[config.mk]
export PLATFORM = sky130hd
export DESIGN_NAME = console_rx
export DESIGN_NICKNAME = d
export VERILOG_FILES = /design/src/rtl/console_pkg.sv /design/src/rtl/fifo.sv /design/src/rtl/console_rx.sv
export SDC_FILE = /design/constraint.sdc
export NUM_CORES = 1
export LEC_CHECK = 0
export BUFFER_PORTS_ARGS = -buffer_cell sky130_fd_sc_hd__buf_4
export CAP_MARGIN = 20
export CORE_AREA = 2 2 247 249
export DETAILED_ROUTE_END_ITERATION = 6
export DIE_AREA = 0 0 249 251
export SETUP_SLACK_MARGIN = 0.4
export SLEW_MARGIN = 20
export SYNTH_ARGS = -nofsm -noshare
export SYNTH_HDL_FRONTEND = slang
export SYNTH_HIERARCHICAL = 1
export SYNTH_SLANG_ARGS = --single-unit
[constraint.sdc]
create_clock -name clk -period 4 [get_ports clk]
set_input_delay 0.8 -clock clk [delete_from_list [all_inputs] [get_ports clk]]
set_output_delay 0.8 -clock clk [all_outputs]
set_load 0.02 [all_outputs]
[src/rtl/console_pkg.sv]
// rtl/console_pkg.sv - shared constants and state types for the console receiver
package console_pkg;

    // Register map (single address bit)
    localparam logic ADR_RXDATA = 1'b0;
    localparam logic ADR_STATUS = 1'b1;

    // STATUS bit positions; count occupies [9:4]
    localparam int ST_NOT_EMPTY = 0;
    localparam int ST_FULL      = 1;
    localparam int ST_OVERRUN   = 2;
    localparam int ST_FRAME_ERR = 3;
    localparam int ST_COUNT_LSB = 4;

    // RXDATA valid flag sits just above the byte
    localparam int RXDATA_VALID = 8;

    typedef enum logic [1:0] {
        RX_IDLE,
        RX_START,
        RX_DATA,
        RX_STOP
    } rx_state_e;

    typedef enum logic [1:0] {
        WB_IDLE,
        WB_FETCH,
        WB_ACK
    } wb_state_e;

endpackage

[src/rtl/fifo.sv]
// rtl/fifo.sv - synchronous FIFO with registered read data
// Ports:
//   clk, rst     clock, asynchronous active-low reset
//   wr, din      push request and data (ignored when full)
//   rd, dout     pop request; dout is loaded with the popped entry on the next edge
//   empty, full  occupancy flags
//   count        number of stored entries (0..MEMORY_DEPTH)
module fifo #(
    parameter int DATA_WIDTH   = 8,
    parameter int MEMORY_DEPTH = 32
) (
    input  logic                          clk,
    input  logic                          rst,
    input  logic                          wr,
    input  logic [DATA_WIDTH-1:0]         din,
    input  logic                          rd,
    output logic [DATA_WIDTH-1:0]         dout,
    output logic                          empty,
    output logic                          full,
    output logic [$clog2(MEMORY_DEPTH):0] count
);

    localparam int AW = $clog2(MEMORY_DEPTH);
    localparam logic [AW:0] DEPTH_C = MEMORY_DEPTH[AW:0];

    logic [DATA_WIDTH-1:0] mem_q [MEMORY_DEPTH];
    logic [AW-1:0]         wr_ptr_q;
    logic [AW-1:0]         rd_ptr_q;
    logic [AW:0]           count_q;
    logic [DATA_WIDTH-1:0] dout_q;
    logic                  do_wr;
    logic                  do_rd;

    assign empty = (count_q == '0);
    assign full  = (count_q == DEPTH_C);
    assign count = count_q;
    assign dout  = dout_q;

    assign do_wr = wr & ~full;
    assign do_rd = rd & ~empty;

    always_ff @(posedge clk) begin
        if (do_wr) begin
            mem_q[wr_ptr_q] <= din;
        end
    end

    always_ff @(posedge clk or negedge rst) begin
        if (!rst) begin
            wr_ptr_q <= '0;
            rd_ptr_q <= '0;
            count_q  <= '0;
            dout_q   <= '0;
        end else begin
            if (do_wr) begin
                wr_ptr_q <= wr_ptr_q + 1'b1;
            end
            if (do_rd) begin
                rd_ptr_q <= rd_ptr_q + 1'b1;
                dout_q   <= mem_q[rd_ptr_q];
            end
            case ({do_wr, do_rd})
                2'b10:   count_q <= count_q + 1'b1;
                2'b01:   count_q <= count_q - 1'b1;
                default: count_q <= count_q;
            endcase
        end
    end

endmodule

[src/rtl/console_rx.sv]
// rtl/console_rx.sv - Wishbone-readable 8N1 UART receiver with a receive FIFO
// Ports:
//   clk, rst               clock, asynchronous active-low reset
//   wb_cyc, wb_stb, wb_we  Wishbone cycle, strobe, write enable
//   wb_adr                 0 = RXDATA, 1 = STATUS
//   wb_dat_m2s, wb_dat_s2m write / read data
//   wb_ack                 one-cycle acknowledge
//   rx                     asynchronous serial input, idle high
//   irq                    high while the FIFO holds data
module console_rx
    import console_pkg::*;
#(
    parameter int FREQUENCY    = 25000000,
    parameter int BAUD_RATE    = 115200,
    parameter int DELAY_CLOCKS = FREQUENCY / BAUD_RATE,
    parameter int FIFO_DEPTH   = 32
) (
    input  logic        clk,
    input  logic        rst,
    input  logic        wb_cyc,
    input  logic        wb_stb,
    input  logic        wb_we,
    input  logic        wb_adr,
    input  logic [31:0] wb_dat_m2s,
    output logic [31:0] wb_dat_s2m,
    output logic        wb_ack,
    input  logic        rx,
    output logic        irq
);

    localparam int CNT_W = $clog2(FIFO_DEPTH) + 1;
    localparam logic [31:0] DIV_LAST  = 32'(DELAY_CLOCKS - 1);
    localparam logic [31:0] HALF_LAST = 32'(DELAY_CLOCKS / 2 - 1);

    // Synchronizer and edge history
    logic rx_meta_q, rx_s_q, rx_prev_q;

    // Receiver
    rx_state_e   rx_state_q, rx_state_d;
    logic [31:0] cnt_q, cnt_d;
    logic [2:0]  n_q, n_d;
    logic [7:0]  shreg_q, shreg_d;
    logic        push;
    logic        frm_set;
    logic        ovr_set;

    // FIFO
    logic             fifo_wr;
    logic             fifo_rd;
    logic [7:0]       fifo_dout;
    logic             fifo_empty;
    logic             fifo_full;
    logic [CNT_W-1:0] fifo_count;

    // Bus slave
    wb_state_e   wb_state_q, wb_state_d;
    logic        adr_q, adr_d;
    logic        we_q, we_d;
    logic        valid_q, valid_d;
    logic [31:0] wb_dat_q, wb_dat_d;
    logic        overrun_q, overrun_d;
    logic        frame_err_q, frame_err_d;
    logic        ovr_clr;
    logic        frm_clr;
    logic [31:0] status_w;

    // Only the two sticky-clear bits of write data matter
    logic unused_wdata;
    assign unused_wdata = ^{wb_dat_m2s[31:4], wb_dat_m2s[1:0]};

    always_ff @(posedge clk or negedge rst) begin
        if (!rst) begin
            rx_meta_q <= 1'b1;
            rx_s_q    <= 1'b1;
            rx_prev_q <= 1'b1;
        end else begin
            rx_meta_q <= rx;
            rx_s_q    <= rx_meta_q;
            rx_prev_q <= rx_s_q;
        end
    end

    always_ff @(posedge clk or negedge rst) begin
        if (!rst) begin
            rx_state_q <= RX_IDLE;
            cnt_q      <= '0;
            n_q        <= '0;
            shreg_q    <= '0;
        end else begin
            rx_state_q <= rx_state_d;
            cnt_q      <= cnt_d;
            n_q        <= n_d;
            shreg_q    <= shreg_d;
        end
    end

    always_comb begin
        rx_state_d = rx_state_q;
        cnt_d      = cnt_q;
        n_d        = n_q;
        shreg_d    = shreg_q;
        push       = 1'b0;
        frm_set    = 1'b0;
        case (rx_state_q)
            RX_IDLE: begin
                // Only a genuine 1->0 transition starts a frame, so a line
                // stuck low after a bad stop bit is never taken as a start.
                if (rx_prev_q && !rx_s_q) begin
                    rx_state_d = RX_START;
                    cnt_d      = '0;
                end
            end
            RX_START: begin
                if (cnt_q == HALF_LAST) begin
                    if (!rx_s_q) begin
                        rx_state_d = RX_DATA;
                        cnt_d      = '0;
                        n_d        = '0;
                    end else begin
                        rx_state_d = RX_IDLE;
                    end
                end else begin
                    cnt_d = cnt_q + 32'd1;
                end
            end
            RX_DATA: begin
                if (cnt_q == DIV_LAST) begin
                    shreg_d[n_q] = rx_s_q;
                    cnt_d        = '0;
                    if (n_q == 3'd7) begin
                        rx_state_d = RX_STOP;
                    end else begin
                        n_d = n_q + 3'd1;
                    end
                end else begin
                    cnt_d = cnt_q + 32'd1;
                end
            end
            RX_STOP: begin
                if (cnt_q == DIV_LAST) begin
                    if (rx_s_q) begin
                        push = 1'b1;
                    end else begin
                        frm_set = 1'b1;
                    end
                    rx_state_d = RX_IDLE;
                end else begin
                    cnt_d = cnt_q + 32'd1;
                end
            end
            default: rx_state_d = RX_IDLE;
        endcase
    end

    assign fifo_wr = push & ~fifo_full;
    assign ovr_set = push & fifo_full;

    fifo #(
        .DATA_WIDTH  (8),
        .MEMORY_DEPTH(FIFO_DEPTH)
    ) u_fifo (
        .clk  (clk),
        .rst  (rst),
        .wr   (fifo_wr),
        .din  (shreg_q),
        .rd   (fifo_rd),
        .dout (fifo_dout),
        .empty(fifo_empty),
        .full (fifo_full),
        .count(fifo_count)
    );

    always_comb begin
        status_w                   = '0;
        status_w[ST_NOT_EMPTY]     = ~fifo_empty;
        status_w[ST_FULL]          = fifo_full;
        status_w[ST_OVERRUN]       = overrun_q;
        status_w[ST_FRAME_ERR]     = frame_err_q;
        status_w[ST_COUNT_LSB +: 6] = 6'(fifo_count);
    end

    always_ff @(posedge clk or negedge rst) begin
        if (!rst) begin
            wb_state_q  <= WB_IDLE;
            adr_q       <= 1'b0;
            we_q        <= 1'b0;
            valid_q     <= 1'b0;
            wb_dat_q    <= '0;
            overrun_q   <= 1'b0;
            frame_err_q <= 1'b0;
        end else begin
            wb_state_q  <= wb_state_d;
            adr_q       <= adr_d;
            we_q        <= we_d;
            valid_q     <= valid_d;
            wb_dat_q    <= wb_dat_d;
            overrun_q   <= overrun_d;
            frame_err_q <= frame_err_d;
        end
    end

    always_comb begin
        wb_state_d = wb_state_q;
        adr_d      = adr_q;
        we_d       = we_q;
        valid_d    = valid_q;
        wb_dat_d   = wb_dat_q;
        fifo_rd    = 1'b0;
        ovr_clr    = 1'b0;
        frm_clr    = 1'b0;
        case (wb_state_q)
            WB_IDLE: begin
                if (wb_cyc && wb_stb) begin
                    adr_d   = wb_adr;
                    we_d    = wb_we;
                    // Pop now so the registered FIFO output is ready in FETCH
                    valid_d = ~wb_we & (wb_adr == ADR_RXDATA) & ~fifo_empty;
                    fifo_rd = valid_d;
                    if (wb_we && wb_adr == ADR_STATUS) begin
                        ovr_clr = wb_dat_m2s[ST_OVERRUN];
                        frm_clr = wb_dat_m2s[ST_FRAME_ERR];
                    end
                    wb_state_d = WB_FETCH;
                end
            end
            WB_FETCH: begin
                if (!we_q) begin
                    if (adr_q == ADR_STATUS) begin
                        wb_dat_d = status_w;
                    end else if (valid_q) begin
                        wb_dat_d = '0;
                        wb_dat_d[RXDATA_VALID] = 1'b1;
                        wb_dat_d[7:0]          = fifo_dout;
                    end else begin
                        wb_dat_d = '0;
                    end
                end
                wb_state_d = WB_ACK;
            end
            WB_ACK:  wb_state_d = WB_IDLE;
            default: wb_state_d = WB_IDLE;
        endcase
    end

    // Setting wins over a simultaneous clear so no event is lost
    assign overrun_d   = (overrun_q & ~ovr_clr) | ovr_set;
    assign frame_err_d = (frame_err_q & ~frm_clr) | frm_set;

    assign wb_ack     = (wb_state_q == WB_ACK) & wb_cyc & wb_stb;
    assign wb_dat_s2m = wb_dat_q;
    assign irq        = ~fifo_empty;

endmodule

==> impl_metrics.env, run 1 <==
export IMPL_clk_pin_slew_worst_paths_ns=0.06
export IMPL_setup_slack_ns=0.5959
export IMPL_critPathKind="flip-flop to flip-flop"
export IMPL_yosysMostFrequentCell="edfxtp_1"
export IMPL_cpLargestDelayFamily="simple AND/OR/NAND/NOR gates"
export IMPL_critical_path_required_ns=4.45
export IMPL_grt_first_pass_wirelength_mm=51.75
export IMPL_r2r_setup_slack_ns=0.60
export IMPL_insertion_delay_ns=0.53
export IMPL_dieArea_um2=62500
export IMPL_crit_path_max_fanout=7
export IMPL_rsz0062_at_grt="false"
export IMPL_status="complete, no violations"
export IMPL_synth_top_area_share_pct=51.87
export IMPL_yosysTopAreaCell="edfxtp_1"
export IMPL_netlist_top_cells_area="edfxtp_1 52%, dfrtp_1 15%, mux4_2 5.5%, mux2i_1 3.5%, nor2_1 2.1%"
export IMPL_grt_pass1_vias=8859
export IMPL_cts_max_level=2
export IMPL_ys_seq_area_share_pct=66.92
export IMPL_synth_edf_count=256
export IMPL_rr_worst_depth=16
export IMPL_nFillCells=5882
export IMPL_min_period_ns=3.404
export IMPL_drive_gt1_share_pct=19.84
export IMPL_drc=0
export IMPL_io_buffers=20
export IMPL_crit_buf_inv=2
export IMPL_die_h_um=251
export IMPL_p_per_area_nw_per_um2=549.1
export IMPL_overflow=0
export IMPL_ctsHoldBuffers=0
export IMPL_critPathMaxStageDelay_ns=0.44
export IMPL_crit_path_start_kind="flip-flop"
export IMPL_clockBufferDepth=3
export IMPL_wirelength_mm=33.07
export IMPL_synth_area_per_cell_um2=14.47
export IMPL_swShare_pct=28.28
export IMPL_nets=1148
export IMPL_yosysUniqueCellTypes=74
export IMPL_drv_slew=0
export IMPL_path_depth=16
export IMPL_yosysWarnings=6
export IMPL_fmax_ghz=0.2938
export IMPL_cp_arrival_ns=3.85
export IMPL_gr_usage_all_layers_pct=10.48
export IMPL_coreArea_um2=59790
export IMPL_power_switching_mw=2.707
export IMPL_synthFlopType="edfxtp_1"
export IMPL_dp_slack_ns=0.1459
export IMPL_relSlewSlack_pct=25.95
export IMPL_postLayoutCellArea_um2=17430
export IMPL_io_pins=73
export IMPL_hpwl_mm=20.70
export IMPL_dr_total_vias=8807
export IMPL_die_x_um=249
export IMPL_synthToLayoutAreaGrowth_pct=17.62
export IMPL_ys_top_cells_by_count="256 x edfxtp_1, 86 x dfrtp_1, 84 x nor2_1, 52 x mux2i_1, 48 x nand2_1"
export IMPL_seq_power_share_pct=45.0
export IMPL_crit_chain="nor4b_2 -> nand4_1 -> or3_4 -> nor2_4 -> nand2_1 -> nor2_1 -> inv_1 -> a31oi_4 -> inv_2 -> ha_4 -> ha_1 -> a21o_1 -> a21oi_2 -> or4_1 -> nand3_2 -> xor2_1"
export IMPL_syn_cell_area_um2=14820
export IMPL_slowest_stage="or3_4"
export IMPL_detail_route_antenna_nets=0
export IMPL_synth_seq_cells=345
export IMPL_initial_core_util_pct=24.79
export IMPL_cp_end_kind="flip-flop"
export IMPL_synthArstFlopShare_pct=25.80
export IMPL_fin_hold_ws_ns=0.3288
export IMPL_syn_inst=1024
export IMPL_first_iter_violations=790
export IMPL_final_util_pct=29.15
export IMPL_grt_max_degree=79
export IMPL_cts_buffers=38
export IMPL_gp_congestion=0.7836
export IMPL_clock_sinks=345
export IMPL_pwr_share_comb_pct=17.9
export IMPL_cts_tree="done"
export IMPL_hold_class="primary input to asynchronous set/reset pin"
export IMPL_dpl_cell_area_um2=16000
export IMPL_tns_ns=0
export IMPL_antenna_found_initial=2
export IMPL_fin_skew_ns=0.01475
export IMPL_setup_violations_final=0
export IMPL_wl_per_cell_um=17.35
export IMPL_clock_power_share_pct=37.2
export IMPL_diodes=0
export IMPL_hold_viol=0
export IMPL_peakVddDrop_mv=0.2784
export IMPL_cts_root_buf="clkbuf_16"
export IMPL_cap_violations=0
export IMPL_worst_pin_slew_ns=1.111
export IMPL_finalCritPeriodShare_pct=85.10
export IMPL_intPower_mw=6.865
export IMPL_rows=90
export IMPL_drt_pass1_iter_count=5
export IMPL_viasPerCell=4.621
export IMPL_p_leak_nw=5.596
-- metrics by stage --
stage	cells	power, mW
after floorplan	1045	5.565
after global placement	1826	6.023
after detailed placement	1826	6.045
after CTS	1898	9.623
after global routing	1906	9.941
final	1906	9.572
-- path summary, 6_finish.rpt --
path / start / to
worst max-delay path: cnt_q[10] / u_fifo/count[5]
max in group asynchronous: rst / rx_meta_q
worst min register to register: rx_meta_q / rx_s_q
min in group clk: rx_meta_q / rx_s_q
worst max register to register: cnt_q[10] / u_fifo/count[5]
worst min-delay path: rst / wb_dat_s2m[6]
-- what timing repair did --
item / in CTS / in global routing
setup buffers: 2 / 8
gates resized for setup: 3 / 11
endpoints found under the setup margin: 3 / 3
pin swaps: 1 / 6
-- cell families after synthesis --
kind of cell    synth area share (%)
mux                            9.767
other cells                  0.02530
simple gates                   9.438
flops                          66.92
xor+xnor                      0.8272
buf+inv                        3.664
fa+ha+maj                      1.317
compound gates                 8.045
-- power by group through the flow --
| stage | Clock, mW | Sequential [mW] | Combinational (mW) |
|---|---|---|---|
| 6_report | 3.56 | 4.31 | 1.71 |
| 5_1_grt | 3.75 | 4.35 | 1.84 |
| 3_5_place_dp | 0 | 4.39 | 1.66 |
| 4_1_cts | 3.63 | 4.31 | 1.68 |
| 2_1_floorplan | 0 | 4.20 | 1.36 |
| 3_3_place_gp | 0 | 4.38 | 1.64 |
-- cell type report --
cell class,count,area (um2),share of cell area [%]
Timing Repair Buffer,80,616.8,3.538
Tap cell,782,978.4,5.613
Clock inverter,19,239.0,1.371
Multi-Input combinational cell,600,4531,25.99
Sequential cell,345,9930,56.96
Inverter,29,108.9,0.6244
Clock buffer,51,1030,5.907
-- metal layers --
metal	vias to the layer above	GRT usage, %	share of wire [%]
met4	2	3.723	2.6
met2	233	17.29	48
li1	4055	-	-
met3	45	1.843	4.6
met5	-	0	0.027
met1	4472	13.88	44
-- cell usage in the layout (no fill, tap or decap), types with 6 or more instances in the layout --
cell type | netlist | final
mux2_2 | 9 | 9
a21oi_1 | 33 | 32
nand2_1 | 48 | 48
nor2_1 | 84 | 83
a211oi_1 | 9 | 9
mux2i_1 | 52 | 52
nand4_1 | 13 | 13
clkbuf_1 | 22 | 10
and3_1 | 9 | 9
xnor2_1 | 10 | 10
o21ai_1 | 9 | 9
a22o_1 | 10 | 10
or3_1 | 15 | 14
buf_4 | 24 | 78
clkbuf_16 | 0 | 38
nand3_1 | 26 | 25
dfrtp_1 | 86 | 79
edfxtp_1 | 256 | 256
o22ai_1 | 16 | 16
dfrtp_2 | 0 | 6
ha_1 | 14 | 11
nor3_1 | 14 | 14
or2_2 | 6 | 6
nor4_1 | 16 | 14
a21o_1 | 9 | 9
nor2b_1 | 9 | 8
a41oi_1 | 7 | 7
inv_1 | 28 | 27
mux4_2 | 36 | 36
a221oi_1 | 6 | 6
a22oi_1 | 22 | 22
o21ai_0 | 37 | 37
conb_1 | 1 | 22
-- sequential cells by signal, summed over array words and instances (netlist names), 2 cells and up, named ones only --
register         flops
n_q                  3
wb_dat_s2m          10
shreg_q              8
u_fifo/count         6
wb_state_q           2
u_fifo/wr_ptr_q      5
u_fifo/mem_q       256
cnt_q               32
u_fifo/rd_ptr_q      5
u_fifo/dout          8
No activity file was read; power rests on OpenSTA's default activity.
==> run 2, diff against run 1 <==
==> constraint.sdc (replaced) <==
create_clock -name clk -period 4 [get_ports clk]
set_input_delay 0 -clock clk [delete_from_list [all_inputs] [get_ports clk]]
set_output_delay 0 -clock clk [all_outputs]
set_load 0.02 [all_outputs]
==> impl_metrics.env, run 2 (synthesis gave the netlist of run 1 again) <==
export IMPL_final_cells=1905
export IMPL_gp_congestion=0.7678
export IMPL_swShare_pct=29.02
export IMPL_first_iter_violations=651
export IMPL_crit_buf_inv=2
export IMPL_cts_max_level=2
export IMPL_drc=0
export IMPL_crit_chain="nor4_1 -> nand4_1 -> or3_4 -> nor2_2 -> nand2_1 -> nor2_2 -> inv_1 -> a31oi_4 -> inv_1 -> ha_4 -> ha_1 -> nand2_1 -> or4_1 -> nand3_2 -> xor2_2"
export IMPL_dp_cells=1821
export IMPL_die_x_um=249
export IMPL_grt_pass1_vias=8778
export IMPL_largest_reg_flops=256
export IMPL_worst_pin_slew_ns=1.016
export IMPL_status="complete, no violations"
export IMPL_rsz0062_at_grt="false"
export IMPL_rows=90
export IMPL_setup_slack_ns=0.5084
export IMPL_regMostFlops="u_fifo/mem_q"
export IMPL_cts_tree="done"
export IMPL_pwr_share_comb_pct=19.1
export IMPL_clk_pin_slew_worst_paths_ns=0.06
export IMPL_cts_buffers=37
export IMPL_initial_core_util_pct=24.79
export IMPL_synthToLayoutAreaGrowth_pct=16.89
export IMPL_fin_hold_ws_ns=0.1118
export IMPL_relSlewSlack_pct=32.30
export IMPL_crit_path_start_kind="flip-flop"
export IMPL_power_switching_mw=2.689
export IMPL_crit_path_max_fanout=7
export IMPL_tns_ns=0
export IMPL_critical_path_required_ns=4.44
export IMPL_grt_first_pass_wirelength_mm=51.38
export IMPL_cpLargestDelayFamily="simple AND/OR/NAND/NOR gates"
export IMPL_seq_power_share_pct=45.9
export IMPL_detail_route_antenna_nets=0
export IMPL_insertion_delay_ns=0.54
export IMPL_cap_violations=0
export IMPL_final_common_cell="edfxtp_1"
export IMPL_viasPerCell=4.644
export IMPL_nets=1148
export IMPL_total_power_mw=9.267
export IMPL_coreArea_um2=59790
export IMPL_p_leak_nw=5.543
export IMPL_clockBufferDepth=3
export IMPL_fin_skew_ns=0.02120
export IMPL_cp_arrival_ns=3.94
export IMPL_overflow=0
export IMPL_wl_per_cell_um=17.24
export IMPL_slowest_stage="or4_1"
export IMPL_drt_pass1_iter_count=5
export IMPL_hold_class="primary input to asynchronous set/reset pin"
export IMPL_io_pins=73
export IMPL_cp_end_kind="flip-flop"
export IMPL_postLayoutCellArea_um2=17330
export IMPL_antenna_found_initial=0
export IMPL_grt_max_degree=61
export IMPL_peakVddDrop_mv=0.2845
export IMPL_drv_slew=0
export IMPL_gr_usage_all_layers_pct=10.43
export IMPL_fmax_ghz=0.2864
export IMPL_final_util_pct=28.97
export IMPL_critPathKind="flip-flop to flip-flop"
export IMPL_wirelength_mm=32.84
export IMPL_setup_violations_final=0
export IMPL_io_buffers=20
export IMPL_clock_sinks=345
export IMPL_finalCritPeriodShare_pct=87.29
export IMPL_dieArea_um2=62500
export IMPL_die_h_um=251
export IMPL_clock_power_share_pct=35.0
export IMPL_dp_slack_ns=0.2181
export IMPL_dr_total_vias=8846
export IMPL_drive_gt1_share_pct=18.34
export IMPL_hold_viol=0
export IMPL_diodes=0
export IMPL_p_per_area_nw_per_um2=534.9
export IMPL_dpl_cell_area_um2=15970
export IMPL_cts_root_buf="clkbuf_16"
export IMPL_intPower_mw=6.578
export IMPL_hpwl_mm=20.57
export IMPL_layout_cells_most_common_list="256 x edfxtp_1, 82 x nor2_1, 79 x dfrtp_1"
export IMPL_min_period_ns=3.492
export IMPL_critPathMaxStageDelay_ns=0.50
## run 2: worst reg2reg max path, delay by kind of cell, from the launching register on
kind / cells / cell delay [ns]
and+or+nand+nor: 9 / 1.98
DFF: 1 / 0.44
AOI/OAI and AO/OA: 1 / 0.14
adders and majority gates: 2 / 0.55
buffers and inverters: 2 / 0.16
xor gates and xnor gates: 1 / 0.15
## run 2: layout make-up
cell class / instances / area (um2)
fillers: 5938 / 42470
flip-flops and latches: 345 / 9930
multi-input cells: 600 / 4508
well taps: 782 / 978.4
clock buffers: 46 / 959.7
repair buffers: 81 / 658.1
clock inverters: 22 / 182.7
inverters: 29 / 108.9
## run 2: repair_timing
item	in CTS	in global routing
gates resized for setup	3	8
endpoints found under the hold margin	66	0
hold buffers	10	0
setup buffers	4	2
setup endpoints to repair	2	2
pin swaps	3	5
## run 2: routing by layer
metal	track usage (%)	wire length, um
met4	4.277	1046
met1	14.01	14680
met2	17.07	15630
met3	1.336	1491
met5	0	0
## run 2: worst paths after layout
path	startpoint	endpoint	slack, ns	cells past startpoint
min in group clk	rx	rx_meta_q	0.15	2
hold reg to reg	rx_meta_q	rx_s_q	0.36	0
max in group asynchronous	rst	rx_s_q	2.93	3
setup reg to reg	cnt_q[11]	u_fifo/count[5]	0.51	15
hold / removal	rst	wb_dat_s2m[4]	0.11	2
setup / recovery	cnt_q[11]	u_fifo/count[5]	0.51	15
## run 2: power by group through the flow
stage	combinational [mW]	sequential (mW)	clock, mW
4_1_cts	1.77	4.26	3.33
2_1_floorplan	1.36	4.20	0
3_3_place_gp	1.71	4.33	0
3_5_place_dp	1.73	4.33	0
6_report	1.77	4.26	3.24
5_1_grt	1.91	4.29	3.48
